`src/rtl/scanmon_pkg.sv`:
```
// Shared constants and helpers for the PS/2 scancode monitor.
package scanmon_pkg;

  localparam logic [6:0] SEG_BLANK = 7'h7F;

  function automatic int clog2(input int n);
    int r;
    r = 0;
    while ((1 << r) < n) r++;
    if (r == 0) r = 1;
    return r;
  endfunction

  // Active-low {g,f,e,d,c,b,a}; b and d are lowercase glyphs.
  function automatic logic [6:0] hex2seg(input logic [3:0] nib);
    logic [6:0] s;
    case (nib)
      4'h0: s = 7'h40;
      4'h1: s = 7'h79;
      4'h2: s = 7'h24;
      4'h3: s = 7'h30;
      4'h4: s = 7'h19;
      4'h5: s = 7'h12;
      4'h6: s = 7'h02;
      4'h7: s = 7'h78;
      4'h8: s = 7'h00;
      4'h9: s = 7'h10;
      4'hA: s = 7'h08;
      4'hB: s = 7'h03;
      4'hC: s = 7'h46;
      4'hD: s = 7'h21;
      4'hE: s = 7'h06;
      default: s = 7'h0E;
    endcase
    return s;
  endfunction

endpackage

```
`src/rtl/scancode_monitor_seg7_scanner.sv`:
```
// Multiplexed 7-seg scanner: prescaler, digit counter, and an/seg registered together.
module seg7_scanner
  import scanmon_pkg::*;
#(
  parameter int NUM_DIGITS = 4,
  parameter int PRESCALE   = 50000,
  localparam int DW = clog2(NUM_DIGITS),
  localparam int PW = clog2(PRESCALE)
) (
  input  logic                  clk,
  input  logic                  rst,
  input  logic [3:0]            nibble,
  input  logic                  blank,
  output logic [DW-1:0]         digit,
  output logic [NUM_DIGITS-1:0] an,
  output logic [6:0]            seg
);

  logic [PW-1:0]         prescale_q, prescale_d;
  logic [DW-1:0]         digit_q, digit_d;
  logic [NUM_DIGITS-1:0] an_q, an_d;
  logic [6:0]            seg_q, seg_d;

  always_comb begin
    prescale_d = prescale_q + PW'(1);
    digit_d    = digit_q;
    if (prescale_q == PW'(PRESCALE - 1)) begin
      prescale_d = '0;
      digit_d    = (digit_q == DW'(NUM_DIGITS - 1)) ? '0 : digit_q + DW'(1);
    end
    // Anode and pattern come from the same digit index, so they always switch together.
    an_d  = ~(NUM_DIGITS'(1) << digit_q);
    seg_d = blank ? SEG_BLANK : hex2seg(nibble);
  end

  always_ff @(posedge clk or posedge rst) begin
    if (rst) begin
      prescale_q <= '0;
      digit_q    <= '0;
      an_q       <= '1;
      seg_q      <= SEG_BLANK;
    end else begin
      prescale_q <= prescale_d;
      digit_q    <= digit_d;
      an_q       <= an_d;
      seg_q      <= seg_d;
    end
  end

  assign digit = digit_q;
  assign an    = an_q;
  assign seg   = seg_q;

endmodule

```
`src/rtl/scancode_monitor.sv`:
```
// PS/2 scancode history viewer with scrollable hex window on a multiplexed 7-seg display.
// Optional capture freeze input enabled by defining SCANMON_HOLD_EN.
module scancode_monitor
  import scanmon_pkg::*;
#(
  parameter int NUM_DIGITS = 4,
  parameter int DEPTH      = 8,
  parameter int PRESCALE   = 50000,
  localparam int CW    = clog2(DEPTH + 1),
  localparam int DW    = clog2(NUM_DIGITS),
  localparam int BYTES = NUM_DIGITS / 2
) (
  input  logic                  clk,
  input  logic                  rst,
  input  logic                  kb_valid,
  input  logic [7:0]            scancode,
  input  logic                  released,
  input  logic                  extended,
  input  logic                  scroll_up,
  input  logic                  scroll_dn,
`ifdef SCANMON_HOLD_EN
  input  logic                  hold,
`endif
  output logic [NUM_DIGITS-1:0] an,
  output logic [6:0]            seg,
  output logic                  ledreleased,
  output logic                  ledextended,
  output logic [CW-1:0]         count
);

  logic [7:0]    hist_q [DEPTH];
  logic [7:0]    hist_d [DEPTH];
  logic [CW-1:0] count_q, count_d;
  logic [CW-1:0] offset_q, offset_d;
  logic          rel_q, rel_d;
  logic          ext_q, ext_d;

  logic          capture;
  logic [CW-1:0] maxoff;
  logic [DW-1:0] digit;
  logic [CW-1:0] byte_sel;
  logic [7:0]    sel_byte;
  logic [3:0]    nibble;
  logic          blank;

`ifdef SCANMON_HOLD_EN
  assign capture = kb_valid & ~hold;
`else
  assign capture = kb_valid;
`endif

  assign maxoff = (count_q > CW'(BYTES)) ? count_q - CW'(BYTES) : '0;

  always_comb begin
    hist_d   = hist_q;
    count_d  = count_q;
    offset_d = offset_q;
    rel_d    = rel_q;
    ext_d    = ext_q;
    if (capture) begin
      hist_d[0] = scancode;
      for (int i = 1; i < DEPTH; i++) hist_d[i] = hist_q[i-1];
      if (count_q != CW'(DEPTH)) count_d = count_q + CW'(1);
      rel_d    = released;
      ext_d    = extended;
      offset_d = '0;
    end else if (scroll_up && !scroll_dn) begin
      if (offset_q < maxoff) offset_d = offset_q + CW'(1);
    end else if (scroll_dn && !scroll_up) begin
      if (offset_q != '0) offset_d = offset_q - CW'(1);
    end
  end

  always_ff @(posedge clk or posedge rst) begin
    if (rst) begin
      for (int i = 0; i < DEPTH; i++) hist_q[i] <= '0;
      count_q  <= '0;
      offset_q <= '0;
      rel_q    <= 1'b0;
      ext_q    <= 1'b0;
    end else begin
      hist_q   <= hist_d;
      count_q  <= count_d;
      offset_q <= offset_d;
      rel_q    <= rel_d;
      ext_q    <= ext_d;
    end
  end

  // Two digits per byte: digit/2 picks the byte in the window, digit[0] picks the nibble.
  always_comb begin
    byte_sel = offset_q + CW'(digit >> 1);
    sel_byte = '0;
    for (int i = 0; i < DEPTH; i++)
      if (byte_sel == CW'(i)) sel_byte = hist_q[i];
    nibble = digit[0] ? sel_byte[7:4] : sel_byte[3:0];
    blank  = (byte_sel >= count_q);
  end

  seg7_scanner #(
    .NUM_DIGITS(NUM_DIGITS),
    .PRESCALE  (PRESCALE)
  ) u_scan (
    .clk   (clk),
    .rst   (rst),
    .nibble(nibble),
    .blank (blank),
    .digit (digit),
    .an    (an),
    .seg   (seg)
  );

  assign ledreleased = rel_q;
  assign ledextended = ext_q;
  assign count       = count_q;

endmodule
```
`config.mk`:
```
export PLATFORM = sky130hd
export DESIGN_NAME = scancode_monitor
export DESIGN_NICKNAME = d
export VERILOG_FILES = /design/src/rtl/scanmon_pkg.sv /design/src/rtl/scancode_monitor_seg7_scanner.sv /design/src/rtl/scancode_monitor.sv
export SDC_FILE = /design/constraint.sdc
export NUM_CORES = 1
export LEC_CHECK = 0
export ABC_CLOCK_PERIOD_IN_PS = 6300
export BUFFER_PORTS_ARGS = -buffer_cell sky130_fd_sc_hd__clkbuf_2
export CORE_MARGIN = 1.5
export CORE_UTILIZATION = 62
export CTS_CLUSTER_DIAMETER = 60
export DETAILED_ROUTE_END_ITERATION = 10
export PLACE_DENSITY = 0.8
export SYNTH_ARGS = -nofsm -noshare
export SYNTH_HDL_FRONTEND = slang
export SYNTH_SLANG_ARGS = --single-unit
```
`constraint.sdc`:
```
create_clock -name clk -period 6.3 [get_ports clk]
set_input_delay 0.63 -clock clk [delete_from_list [all_inputs] [get_ports clk]]
set_output_delay 0.63 -clock clk [all_outputs]
set_load 0.01 [all_outputs]
```
# --- Word level (Yosys, flattened, before mapping) ---
# Memory sizes are Yosys's and may differ from the RTL's.
# Cells that the tools add are included.
op_classes:
  add_sub_neg: 7
  n_mul: 0
  div: 0
  order_cmp: 3
  eq_ne: 11
  n_shift: 1
  muxes: 18
  bitwise_logic: 1
  n_reduce_logical: 10
ops:
  columns: ["operator", "n"]
  rows:
  - ["8-bit two-way mux", 8]
  - ["4-bit two-way mux", 7]
  - ["16-bit by 1-bit adder with 16-bit output (second input constant)", 1]
  - ["16-bit == test (second input constant)", 1]
  - ["4-bit by 3-bit == test with 1-bit output (second input constant)", 4]
  - ["16-bit two-way mux", 1]
  - ["4-bit by 1-bit adder with 4-bit output (second input constant)", 2]
  - ["4-bit by 2-bit == test with 1-bit output (second input constant)", 2]
  - ["7-bit two-way mux", 1]
  - ["3-bit nonzero test", 2]
  - ["4-bit by 1-bit adder with 4-bit output", 1]
  - ["4-bit by 1-bit == test with 1-bit output (second input constant)", 1]
  - ["4-bit >= comparator", 1]
  - ["4-bit by 2-bit greater-than comparator with 1-bit output (second input constant)", 1]
  - ["4-bit logical NOT", 1]
  - ["4-bit less-than comparator", 1]
  - ["4-bit != test (second input constant)", 1]
  - ["4-bit inverter", 1]
  - ["4-bit nonzero test", 1]
  - ["1-bit by 2-bit << shifter with 4-bit output (first input constant)", 1]
  - ["4-bit by 1-bit subtractor with 4-bit output (second input constant)", 1]
  - ["4-bit by 2-bit subtractor with 4-bit output (second input constant)", 1]
  - ["3-bit by 2-bit != test with 1-bit output (second input constant)", 1]
  - ["3-bit AND reduction", 1]
  - ["other kinds (6)", 8]
word_totals:
  ff_bits: 103
  latch_bits: 0
  ramBits: 0
  rom_bits: 112
  output_inout_bits: 17
  wordCells: 68
  n_memories: 1
memory_table:
  columns: ["memory", "depth", "width", "read_ports", "rd_clocked_by_memory_dff", "write_ports", "line", "text"]
  rows:
  - ["(no name shown)", 16, 7, 1, 0, 0, "scanmon_pkg.sv:17", "case (nib)"]

# --- Depth between registers and ports, before layout ---
# An unclocked memory read counts as a cell.
depth:
  depth_word: 13
  ltp_mapped: 14

# --- Cells and area by module ---
# Synthesis repeated with hierarchy kept, for this count alone.
unflattened:
  cells_unflattened: 458
  hier_area_um2: 5569.1
modules_own_cells:
  columns: ["mod", "n_inst", "cells_each", "area_per_inst_um2"]
  rows:
  - ["scancode_monitor", 1, 321, 4062.6]
  - ["seg7_scanner", 1, 137, 1506.4]

# --- Worst setup path after synthesis ---
# No wires, ideal clock.
synth_timing:
  path_kind: "reg2reg"
  startpoint: "register offset_q[0]"
  endpoint: "register u_scan.seg_q[5], in the netlist u_scan.seg[5]"
  setup_time_ns: 0.083
  arrival_time_ns: 3.180
  path_slack_ns: 3.036
  path_stages_with_launch: 13
  synth_period_minus_slack_ns: 3.264
  path_cell_list: "dfrtp_1 -> ha_1 -> ha_1 -> buf_2 -> buf_1 -> mux4_2 -> a221o_1 -> o211ai_1 -> inv_2 -> ha_1 -> nor2_1 -> a21oi_1 -> a221o_1"
synth_via:
  elab_chain_len: 13
  elab_cells_between_ends: 21
  classes_between: "1 x add/sub; 1 x order compare; 7 x eq/ne; 10 x mux; 1 x reduce/logical; 1 x memory"
synth_rtl:
  columns: ["element", "line", "text"]
  rows:
  - ["start: declaration", "scancode_monitor.sv:34", "logic [CW-1:0] offset_q, offset_d;"]
  - ["start signal: assignment", "scancode_monitor.sv:84", "offset_q <= offset_d;"]
  - ["4-bit by 1-bit adder with 4-bit output *", "scancode_monitor.sv:92", "byte_sel = offset_q + CW'(digit >> 1);"]
  - ["4-bit logical NOT", "scancode_monitor.sv:95", "if (byte_sel == CW'(i)) sel_byte = hist_q[i];"]
  - ["8-bit two-way mux (8 in series)", "scancode_monitor.sv:95", null]
  - ["4-bit two-way mux", "scancode_monitor.sv:96", "nibble = digit[0] ? sel_byte[7:4] : sel_byte[3:0];"]
  - ["memory read 16 x 7 bit", null, null]
  - ["7-bit two-way mux *", "scancode_monitor_seg7_scanner.sv:33", "seg_d = blank ? SEG_BLANK : hex2seg(nibble);"]
  - ["via u_scan.seg_d[5]", "scancode_monitor_seg7_scanner.sv:22", "logic [6:0] seg_q, seg_d;"]
  - ["end signal: assignment", "scancode_monitor_seg7_scanner.sv:46", "seg_q <= seg_d;"]
  - ["end: declaration", "scancode_monitor_seg7_scanner.sv:22", null]
# The timed path passes the listed nets; every way through them passes the cells marked *.
# A chain may end at the register's enable or synchronous reset.

# --- Worst setup path in the final report ---
# Ends and elaborated chain as after synthesis.

==> results.yml <==
synthesis:
  synth_top_area_cell: "dfrtp_1"
  synthTopCellsByArea: "dfrtp_1 43%, mux2_2 15%, ha_1 6.3%"
  synth_flop_cell: "dfrtp_1"
  synth.distinct_cells: 61
  ys_seq_elements: 103
  synthArstFlopShare_pct: 100
  avgSynthCellArea_um2: 12.5
  syn_area_um2: 5340
  syn_inst: 427
  synth-seq-area-share_pct: 48.6
  synth_top_area_share_pct: 43.2
  synth_edf_count: 0
  syn_nets: 470
  yosysWarnings: 0
power_and_ir_drop:
  p_per_area_nw_per_um2: 334
  peakVddDrop_mv: 0.158
  p_leak_nw: 2.52
clocking:
  cts.clk_slew.worst_paths_ps: 100
  clock_sinks: 103
  post_cts_resized: 0
  cts_tree: "built"
  cts.path.max_buffers: 2
  cts_post_setup_buffers_inserted: 0
  cts.htree.levels: 3
  cts_inserted_buffers: 9
  postCtsHoldBufs: 0
  root_buffer: "clkbuf_8"
  clkLatencyLatePin_ps: 360
cells_and_area:
  fill_cells: 602
  fin_util_pct: 69.3
  diodes: 0
  area_growth_pct: 7.25
  multi_input_area_um2: 2560
  drive_gt1_share_pct: 32.7
  final_nets: 493
  regArea_um2: 2590
drt:
  drt-initial-drc-count: 261
  drc: 0
  routedWlPerCell_um: 16.5
  num_vias: 3393
  firstDrtPassIters: 4
  postRouteAntennaNets: 0
  via_per_inst: 6.06
  wl_mm: 9.26
placement:
  dpl.hpwl_mm: 6.29
  gp_congestion: 0.871
  io_buffers: 31
setup_path:
  critPathCaptureType: "flop"
  crit_type: "reg2reg"
  r2r-start: "offset_q[0]"
  crit_family: "adder cells"
  slowest_delay_ps: 1000
  worstPathArrival_ps: 4140
  path_buf_inv: 1
  startpoint_type: "flop"
  cpMostUsedCell: "ha_1"
  crit_fanout: 27
  r2r_cells: 11
  crit_path_cell_trace: "ha_1, ha_1, mux4_2, a22o_1, o311a_1, a21oi_2, inv_1, ha_1, nor2_1, a21oi_1, a221o_1"
  critPathLaunch: "offset_q[0]"
  worst-path-stages: 11
  slowest_stage: "ha_1"
  critical_path_required_ps: 6590
floorplan:
  rows: 33
  core_area_um2: 8260
  die_x_um: 95.8
  initial_core_util_pct: 64.6
  num_io_pins: 32
  fp.dieH_um: 95.8
  dieArea_um2: 9170
timing:
  setup_viol: 0
  hold_viol: 0
  fin_skew_ps: 7.98
  period_share_pct: 61.1
  min_period_ps: 3850
  relSlewSlack_pct: 30.3
  fmax_ghz: 0.260
  rsz0062_at_grt: "false"
  worst_pin_slew_ps: 1050
  finalMaxSlewViolations: 0
  tns_ps: 0
grt:
  antenna_found_initial: 0
  grt_pass1_wl_mm: 15.8
  grt_max_degree: 76
  overflow: 0
  grt.total_usage_pct: 22.4
  grt_pass1_vias: 3309
flow_run:
  drv_cap: 0
worst_hold_path:
  hold_class: "in2async"
run_status:
  outcome: "finished, final reports clean"
synthesized netlist by cell type, types with 3 or more instances:
library cell / n
dfrtp_1: 92
xnor2_1: 11
a21oi_1: 11
clkbuf_1: 9
and3_1: 4
and2_1: 3
xor2_1: 7
nor3b_1: 3
mux2i_1: 7
mux4_2: 10
a221o_1: 6
nand2b_1: 3
inv_1: 16
dfstp_2: 11
nor2_1: 18
nand3b_1: 3
nor3_1: 7
nor2b_1: 6
a211oi_1: 3
a22o_1: 3
o21ai_0: 14
buf_6: 3
nand2_1: 13
buf_2: 5
a211o_1: 3
a21o_1: 7
nand3_1: 11
ha_1: 27
mux2_2: 72
final timing paths:
path	end	slack, ps
hold / removal	hist_q[56]	240
hold reg to reg	u_scan.prescale_q[0]	480
setup reg to reg	u_scan.seg[5]	2450
max in group asynchronous	offset_q[3]	4860
min in group clk	u_scan.prescale_q[0]	480
setup / recovery	u_scan.seg[5]	2450
routing by layer:
metal	up-vias	GRT usage [%]	share of wire (%)
met5	-	0	0
met4	0	9.56	2.3
met3	20	3.32	2.3
met2	54	35.2	49
met1	1723	31.2	46
li1	1596	-	-
power breakdown:
group | leakage [nW] | internal (mW) | switching, mW
sequential | 1.24 | 0.817 | 0.0996
clock | 0.0961 | 0.189 | 0.228
combinational | 1.19 | 0.303 | 0.273
total | 2.52 | 1.31 | 0.600
sequential cells by signal, summed over array words and instances, names as in the netlist:
signal	cells
ledextended	1
offset_q	4
count	4
u_scan.digit	2
u_scan.an	4
hist_q	64
u_scan.seg	7
ledreleased	1
u_scan.prescale_q	16
placed cells by master, fill, tap and decap left out, types with 4 or more instances in the layout:
| master | synthesis | final |
|---|---|---|
| xnor2_1 | 11 | 11 |
| a221o_1 | 6 | 6 |
| o21ai_0 | 14 | 14 |
| xor2_1 | 7 | 7 |
| clkbuf_8 | 0 | 9 |
| dfrtp_1 | 92 | 92 |
| mux4_2 | 10 | 10 |
| dfstp_2 | 11 | 11 |
| clkbuf_2 | 0 | 30 |
| mux2_2 | 72 | 72 |
| ha_1 | 27 | 27 |
| nor2b_1 | 6 | 6 |
| mux2i_1 | 7 | 7 |
| and3_1 | 4 | 4 |
| a21o_1 | 7 | 7 |
| inv_1 | 16 | 15 |
| nand3_1 | 11 | 11 |
| nand2_1 | 13 | 13 |
| nor2_1 | 18 | 18 |
| nor3_1 | 7 | 7 |
| a21oi_1 | 11 | 11 |
through the flow:
step	power, mW	std cells	area (um2)	worst slack, ps	hold slack [ps]
3_3_place_gp	1.47	544	5520	2660	461
4_1_cts	1.93	560	5720	2460	250
3_5_place_dp	1.50	544	5520	2480	470
2_1_floorplan	1.38	427	5340	2980	447
6_report	1.91	560	5720	2450	244
5_1_grt	2.03	560	5720	2260	272
cell families after synthesis:
kind of cell,synth area share [%]
flip-flops,48.6
AND/OR/NAND/NOR,8.28
buffers and inverters,3.35
AO/OA/AOI/OAI,9.19
adder cells (fa/ha/maj),6.71
XOR/XNOR,2.95
multiplexers,20.9
final cells by class:
class	count	share of cell area, %
Clock inverter	5	1.16
Sequential cell	103	45.3
Inverter	17	1.16
Clock buffer	11	2.30
Tap cell	105	2.30
Timing Repair Buffer	33	2.97
Multi-Input combinational cell	286	44.8
(Power assumes the default switching activity.)
